## config.mk

```make
export PLATFORM = sky130hd
export DESIGN_NAME = ttt_game_ctrl
export DESIGN_NICKNAME = d
export VERILOG_FILES = /design/src/rtl/ttt_game_ctrl.sv
export SDC_FILE = /design/constraint.sdc
export NUM_CORES = 1
export LEC_CHECK = 0
export BUFFER_PORTS_ARGS = -buffer_cell sky130_fd_sc_hd__clkbuf_2
export CAP_MARGIN = 25
export CORE_ASPECT_RATIO = 0.6
export CORE_MARGIN = 2
export CORE_UTILIZATION = 49
export CTS_CLUSTER_SIZE = 20
export DETAILED_ROUTE_END_ITERATION = 8
export PLACE_DENSITY = 0.8
export SLEW_MARGIN = 10
export SYNTH_ARGS = -nofsm -noshare
export SYNTH_HDL_FRONTEND = slang
export SYNTH_SLANG_ARGS = --single-unit
```

## constraint.sdc

```tcl
create_clock -name clk -period 1.7 [get_ports clk]
set_input_delay 0.085 -clock clk [delete_from_list [all_inputs] [get_ports clk]]
set_output_delay 0.085 -clock clk [all_outputs]
set_load 0.03 [all_outputs]
```

## src/rtl/ttt_game_ctrl.sv

```systemverilog
// ttt_game_ctrl: sequencer for a tic-tac-toe game against a combinational AI.
// Holds the registered X and O boards and accepts X moves through a valid/ready
// handshake. Drives the boards to the AI, samples its one-hot O move, and
// reports win, draw and illegal moves.
// Optional feature macro: TTT_AI_CHECK_EN. When it is defined, the AI's move is
// validated before it is applied. When it is undefined, the move is applied
// unchecked and ai_err is tied low.
module ttt_game_ctrl #(
  parameter int AI_WAIT_CYCLES = 1
) (
  input  logic       clk,
  input  logic       reset,
  input  logic       new_game,
  input  logic       x_move_valid,
  input  logic [8:0] x_move,
  output logic       x_move_ready,
  input  logic [8:0] ai_move,
  output logic [8:0] xin_out,
  output logic [8:0] oin_out,
  output logic       illegal_move,
  output logic       ai_err,
  output logic       game_over,
  output logic [1:0] winner
);

  typedef enum logic [2:0] {
    S_WAIT_X  = 3'd0,
    S_CHECK_X = 3'd1,
    S_AI_WAIT = 3'd2,
    S_CHECK_O = 3'd3,
    S_DONE    = 3'd4
  } state_t;

  localparam logic [1:0] WIN_NONE = 2'b00;
  localparam logic [1:0] WIN_X    = 2'b01;
  localparam logic [1:0] WIN_O    = 2'b10;
  localparam logic [1:0] WIN_DRAW = 2'b11;

  // The wait counter is 4 bits wide. A parameter outside 1..15 is clamped so
  // the counter can never start at zero or wrap.
  localparam logic [3:0] WAIT_LOAD = (AI_WAIT_CYCLES < 1)  ? 4'd1 :
                                     (AI_WAIT_CYCLES > 15) ? 4'd15 :
                                     4'(AI_WAIT_CYCLES);

  state_t     r_state;
  state_t     w_stateNext;
  logic [8:0] r_xBoard;
  logic [8:0] w_xNext;
  logic [8:0] r_oBoard;
  logic [8:0] w_oNext;
  logic [1:0] r_winner;
  logic [1:0] w_winnerNext;
  logic       r_gameOver;
  logic       w_gameOverNext;
  logic       r_illegal;
  logic       w_illegalNext;
  logic [3:0] r_waitCnt;
  logic [3:0] w_cntNext;
  logic [8:0] w_occupied;
`ifdef TTT_AI_CHECK_EN
  logic       r_aiErr;
  logic       w_aiErrNext;
  logic       w_aiValid;
`endif

  // A legal move selects exactly one cell.
  function automatic logic f_isOneHot(input logic [8:0] v);
    return (v != 9'd0) && ((v & (v - 9'd1)) == 9'd0);
  endfunction

  // True when the board holds any of the three rows, three columns or two diagonals.
  function automatic logic f_hasLine(input logic [8:0] b);
    return (&b[8:6]) | (&b[5:3]) | (&b[2:0]) |
           (b[8] & b[5] & b[2]) | (b[7] & b[4] & b[1]) | (b[6] & b[3] & b[0]) |
           (b[8] & b[4] & b[0]) | (b[6] & b[4] & b[2]);
  endfunction

  assign w_occupied = r_xBoard | r_oBoard;

`ifdef TTT_AI_CHECK_EN
  assign w_aiValid = f_isOneHot(ai_move) && ((ai_move & w_occupied) == 9'd0);
`endif

  // Next-state and next-register logic. new_game overrides everything else.
  always_comb begin
    w_stateNext    = r_state;
    w_xNext        = r_xBoard;
    w_oNext        = r_oBoard;
    w_winnerNext   = r_winner;
    w_gameOverNext = r_gameOver;
    w_illegalNext  = 1'b0;
    w_cntNext      = r_waitCnt;
`ifdef TTT_AI_CHECK_EN
    w_aiErrNext    = r_aiErr;
`endif
    if (new_game) begin
      w_stateNext    = S_WAIT_X;
      w_xNext        = 9'd0;
      w_oNext        = 9'd0;
      w_winnerNext   = WIN_NONE;
      w_gameOverNext = 1'b0;
      w_cntNext      = 4'd0;
`ifdef TTT_AI_CHECK_EN
      w_aiErrNext    = 1'b0;
`endif
    end else begin
      case (r_state)
        S_WAIT_X: begin
          if (x_move_valid) begin
            if (f_isOneHot(x_move) && ((x_move & w_occupied) == 9'd0)) begin
              w_xNext     = r_xBoard | x_move;
              w_stateNext = S_CHECK_X;
            end else begin
              w_illegalNext = 1'b1;
            end
          end
        end
        S_CHECK_X: begin
          if (f_hasLine(r_xBoard)) begin
            w_winnerNext   = WIN_X;
            w_gameOverNext = 1'b1;
            w_stateNext    = S_DONE;
          end else if (w_occupied == 9'h1FF) begin
            w_winnerNext   = WIN_DRAW;
            w_gameOverNext = 1'b1;
            w_stateNext    = S_DONE;
          end else begin
            w_cntNext   = WAIT_LOAD;
            w_stateNext = S_AI_WAIT;
          end
        end
        S_AI_WAIT: begin
          if (r_waitCnt <= 4'd1) begin
`ifdef TTT_AI_CHECK_EN
            if (w_aiValid) begin
              w_oNext     = r_oBoard | ai_move;
              w_stateNext = S_CHECK_O;
            end else begin
              w_aiErrNext    = 1'b1;
              w_winnerNext   = WIN_NONE;
              w_gameOverNext = 1'b1;
              w_stateNext    = S_DONE;
            end
`else
            w_oNext     = r_oBoard | ai_move;
            w_stateNext = S_CHECK_O;
`endif
          end else begin
            w_cntNext = r_waitCnt - 4'd1;
          end
        end
        S_CHECK_O: begin
          if (f_hasLine(r_oBoard)) begin
            w_winnerNext   = WIN_O;
            w_gameOverNext = 1'b1;
            w_stateNext    = S_DONE;
          end else if (w_occupied == 9'h1FF) begin
            w_winnerNext   = WIN_DRAW;
            w_gameOverNext = 1'b1;
            w_stateNext    = S_DONE;
          end else begin
            w_stateNext = S_WAIT_X;
          end
        end
        S_DONE: begin
          w_stateNext = S_DONE;
        end
        default: begin
          w_stateNext = S_WAIT_X;
        end
      endcase
    end
  end

  // State and board registers. Reset behaves exactly like new_game.
  always_ff @(posedge clk) begin
    if (reset) begin
      r_state    <= S_WAIT_X;
      r_xBoard   <= 9'd0;
      r_oBoard   <= 9'd0;
      r_winner   <= WIN_NONE;
      r_gameOver <= 1'b0;
      r_illegal  <= 1'b0;
      r_waitCnt  <= 4'd0;
    end else begin
      r_state    <= w_stateNext;
      r_xBoard   <= w_xNext;
      r_oBoard   <= w_oNext;
      r_winner   <= w_winnerNext;
      r_gameOver <= w_gameOverNext;
      r_illegal  <= w_illegalNext;
      r_waitCnt  <= w_cntNext;
    end
  end

`ifdef TTT_AI_CHECK_EN
  // Sticky AI fault flag. Only new_game or reset clears it.
  always_ff @(posedge clk) begin
    if (reset) begin
      r_aiErr <= 1'b0;
    end else begin
      r_aiErr <= w_aiErrNext;
    end
  end

  assign ai_err = r_aiErr;
`else
  assign ai_err = 1'b0;
`endif

  assign x_move_ready = (r_state == S_WAIT_X);
  assign xin_out      = r_xBoard;
  assign oin_out      = r_oBoard;
  assign illegal_move = r_illegal;
  assign game_over    = r_gameOver;
  assign winner       = r_winner;

endmodule

```

After elaboration in Yosys (flattened, before gate mapping) --
Index checks and enable logic that the tools add are counted.
Storage, ports and cells: word-level logic and storage cells 103, register bits after elaboration 29
Cells by class: order comparisons 1, bitwise logic cells 41, add/sub/neg operators 2, equal/unequal tests 11, reduce and logical (&&, ||, !) cells 20, mux-type cells 21
Operators by type and width (count):
- OR 9 bit | 3
- AND reduction 3 bit | 8
- two-way mux 3 bit | 7
- AND 1 bit | 20
- AND 9 bit | 2
- zero test 9 bit | 2
- case mux 3 bit (5 select lines) | 1
- OR 1 bit | 14
- two-way mux 4 bit | 3
- inequality test 2 bit, second input constant | 5
- equality test 9 bit, second input constant | 1
- nonzero test 9 bit | 1
- subtractor 9 x 1 -> 9 bit, second input constant | 1
- case mux 4 bit (2 select lines) | 1
- equality test 3 x 2 -> 1 bit, second input constant | 2
- two-way mux 2 bit | 3
- less-or-equal comparator 4 x 1 -> 1 bit, second input constant | 1
- two-way mux 1 bit | 4
- case mux 2 bit (2 select lines) | 1
- AND reduction 4 bit | 1
- nonzero test 2 bit | 2
- OR reduction 4 bit | 1
- subtractor 4 x 1 -> 4 bit, second input constant | 1
- equality test 3 x 1 -> 1 bit, second input constant | 1
- 8 further kinds | 10

Longest topological paths before layout --
depth after elaboration 10, mapped depth 7, mapped depth without buffers 7

Worst setup path after synthesis --
Ideal clock, no wire load.
kind reg-to-reg, start point register r_state[0], end point register r_xBoard[4] (netlist: xin_out[4]), required time 1.640 ns, clock period less this slack 1.880 ns, setup slack -0.180 ns, arrival time 1.820 ns, cell stages (with the launch flop) 5, cell sequence dfxtp_1 nor3_1 nand3_1 nor3_4 a22o_1
On the way: word-level cells in the longest chain between the ends 2
RTL lines:
- from (decl) | RTL line 45 | state_t r_state;
- from (signal assigned) | RTL line 186 | r_state <= w_stateNext;
- zero test 3 bit
- via x_move_ready | RTL line 16 | output logic x_move_ready,
- AND reduction 3 bit (no source line)
- to (signal assigned) | RTL line 187 | r_xBoard <= w_xNext;
- to (decl) | RTL line 47 | logic [8:0] r_xBoard;
The timed path passes the listed nets, and every way through them passes these cells. A chain may end at the register's enable or synchronous reset.

Worst setup path in the final report --
start point register r_oBoard[1] (netlist: oin_out[1]), end point register r_xBoard[6] (netlist: xin_out[6])
On the way: word-level cells in the longest chain between the ends 5
RTL lines:
- from (decl) | RTL line 49 | logic [8:0] r_oBoard;
- from (signal assigned) | RTL line 188 | r_oBoard <= w_oNext;
- OR 9 bit | RTL line 78 | assign w_occupied = r_xBoard | r_oBoard;
- AND 9 bit | RTL line 110 | if (f_isOneHot(x_move) && ((x_move & w_occupied) == 9'd0)) begin
- zero test 9 bit | RTL line 110
- logical AND 1 bit | RTL line 110
- AND reduction 3 bit (no source line)
No other way between the ends.

==> impl_metrics.env <==
export IMPL_syn_area_um2=1360
export IMPL_grt_pass1_vias=1271
export IMPL_core_area_um2=2570
export IMPL_p_per_area_nw_per_um2=715
export IMPL_setup_viol=0
export IMPL_synth_nets=176
export IMPL_htreeDepth=2
export IMPL_status="finished clean"
export IMPL_drive_above_1_share=0.370
export IMPL_clk_path_buf_depth=2
export IMPL_grt_max_degree=17
export IMPL_end_kind="register"
export IMPL_final_area_um2=1830
export IMPL_regArea_um2=588
export IMPL_cts_tree="yes"
export IMPL_synthAdderAreaFrac=0.0185
export IMPL_hpwlAfterDp_mm=2.94
export IMPL_wl_per_cell_um=15.9
export IMPL_ys_seq_area_frac=0.428
export IMPL_insertion_delay_ns=0.28
export IMPL_synthXorXnorAreaFrac=0.0129
export IMPL_nFillCells=217
export IMPL_async_flop_share=0
export IMPL_reg2reg_from="oin_out[1]"
export IMPL_antenna_found_initial=0
export IMPL_path_clk_slew_ns=0.06
export IMPL_arrival_ns=1.87
export IMPL_cp_max_fo=6
export IMPL_most_common_layout_cells="44 x clkbuf_2, 25 x dfxtp_1, 17 x a22o_1"
export IMPL_diodes=0
export IMPL_cp_slowest_cell="o32a_1"
export IMPL_place_area_um2=1720
export IMPL_min_period_ns=1.65
export IMPL_dr_total_vias=1513
export IMPL_numPortBuffers=44
export IMPL_synthToLayoutAreaGrowth_pct=35.1
export IMPL_synth_compound_area_frac=0.324
export IMPL_holdCritStartpoint="ai_move[6]"
export IMPL_critPathLaunch="oin_out[1]"
export IMPL_drcViolationCount=0
export IMPL_drv_slew=0
export IMPL_die_area_um2=3220
export IMPL_drt_iter0_drc=143
export IMPL_yosys_area_share_simple=0.186
export IMPL_yosys_cell_types_count=41
export IMPL_path_buf_inv=1
export IMPL_grt_usage=0.248
export IMPL_drt_first_pass_iters=4
export IMPL_vias_per_cell=6.10
export IMPL_syn_area_per_cell_um2=8.92
export IMPL_maxCapViolCount=0
export IMPL_skew_ns=0.00321
export IMPL_criticalPathCategory="register to register"
export IMPL_die_w_um=71.9
export IMPL_postRouteAntennaNets=0
export IMPL_crit_family="compound AO/OA/AOI/OAI gates"
export IMPL_syn_instance_count=152
export IMPL_synth_ff_latch_count=29
export IMPL_grt_pass1_wl_mm=5.88
export IMPL_io_pins=46
export IMPL_place_gp_congestion=0.911
export IMPL_rows=14
export IMPL_synth_edf_count=0
export IMPL_ir_drop_mv=0.420
export IMPL_cp_required_ns=1.93
export IMPL_start_kind="register"
export IMPL_gr_total_overflow=0
export IMPL_path_cells="o32a_1 > o22ai_1 > nand4_1 > nor3_4 > buf_6 > a22o_1"
export IMPL_cts_root_buf="clkbuf_8"
export IMPL_layout_commonest_cell="clkbuf_2"
export IMPL_cts_buffers=5
export IMPL_ys_flop_type="dfxtp_1"
export IMPL_clock_sinks=29
export IMPL_start_util=0.527
export IMPL_fmax_mhz=608
export IMPL_hold_viol_final=0
export IMPL_synth_top_family_by_area="compound AO/OA/AOI/OAI gates"
export IMPL_static_leakage_power_nw=0.774
export IMPL_post_route_period_util=0.968
export IMPL_muxShareOfSynthArea=0
export IMPL_drt_wl_total_mm=3.94
export IMPL_nNetsFinal=239
export IMPL_cpPeakStageDelay_ns=0.36
export IMPL_finalPower_mw=1.31
export IMPL_worst_hold_path_type="input pin to register"
export IMPL_multi_input_area_um2=758
export IMPL_die_h_um=44.8
export IMPL_yosys_warnings=0
cell type report:
cell class,count,area share
repair buffers,60,0.188
clock buffers,6,0.0396
flip-flops and latches,29,0.321
inverters,5,0.0102
well taps,32,0.0219
clock inverters,2,0.00546
multi-input cells,114,0.414
stage by stage:
stage	hold slack, ns	utilization	worst slack (ns)	instances	TNS (ns)
after global routing	0.0374	0.711	-0.0379	248	-0.235
final	0.0301	0.711	0.0539	248	0
after floorplan	0.211	-	0.0146	152	0
after detailed placement	0.321	0.666	-0.108	239	-0.865
after global placement	0.310	0.666	-0.0346	239	-0.252
after CTS	0.0269	0.698	0.0325	247	0
worst paths after layout:
check          endpoint  slack, ns  cells past startpoint
max          xin_out[6]       0.05                      6
min          oin_out[6]       0.03                      3
max reg2reg  xin_out[6]       0.05                      6
min reg2reg   game_over       0.48                      2
state kept, by name (all words and copies together), names as in the netlist:
name,count
illegal_move,1
xin_out,9
r_state,3
game_over,1
oin_out,9
r_waitCnt,4
winner,2
repair_timing:
| item | 4_1_cts | 5_1_grt |
|---|---|---|
| buffers inserted | 0 | 1 |
| hold buffers | 0 | 0 |
| gates resized for setup | 0 | 9 |
| setup endpoints to repair | 0 | 12 |
where the power goes:
| part | switching (mW) | internal (mW) | total (mW) |
|---|---|---|---|
| Sequential | 0.000716 | 0.679 | 0.680 |
| Combinational | 0.0512 | 0.0412 | 0.0924 |
| Clock | 0.256 | 0.282 | 0.538 |
logic make-up (layout without fill, tap and decap cells):
| family | count (synthesis) | count (layout) |
|---|---|---|
| compound gates | 63 | 63 |
| xor+xnor | 2 | 2 |
| fa+ha+maj | 2 | 2 |
| buf+inv | 9 | 73 |
| flops | 29 | 29 |
| other cells | 1 | 1 |
| simple gates | 46 | 46 |
synth_stat cells (2+ instances only):
master / n / share of area
a21oi_1: 13 / 0.048
a22o_1: 17 / 0.11
a22oi_1: 4 / 0.022
a31oi_1: 4 / 0.018
and4_1: 2 / 0.013
clkbuf_1: 2 / 0.0055
dfxtp_1: 29 / 0.43
ha_1: 2 / 0.018
inv_1: 5 / 0.014
nand2_1: 6 / 0.017
nand2b_1: 2 / 0.0092
nand3_1: 2 / 0.0074
nor2_1: 17 / 0.047
nor3_1: 4 / 0.015
nor4_1: 2 / 0.0092
o21ai_0: 8 / 0.030
o22ai_1: 5 / 0.023
o31a_1: 2 / 0.013
o31ai_1: 3 / 0.017
or2_2: 2 / 0.0092
tightest hold or removal path, stage by stage:
cell and delay, ns:
clkbuf_2 0.07, a21oi_1 0.05, nor2_1 0.07
routing by layer:
| metal | global-route usage | part of all wire | up-vias |
|---|---|---|---|
| met5 | 0 | 0 | - |
| met4 | 0.0943 | 0.024 | 0 |
| met3 | 0.100 | 0.11 | 14 |
| met2 | 0.363 | 0.43 | 101 |
| met1 | 0.331 | 0.44 | 683 |
| li1 | - | - | 715 |
(Power assumes the default switching activity.)
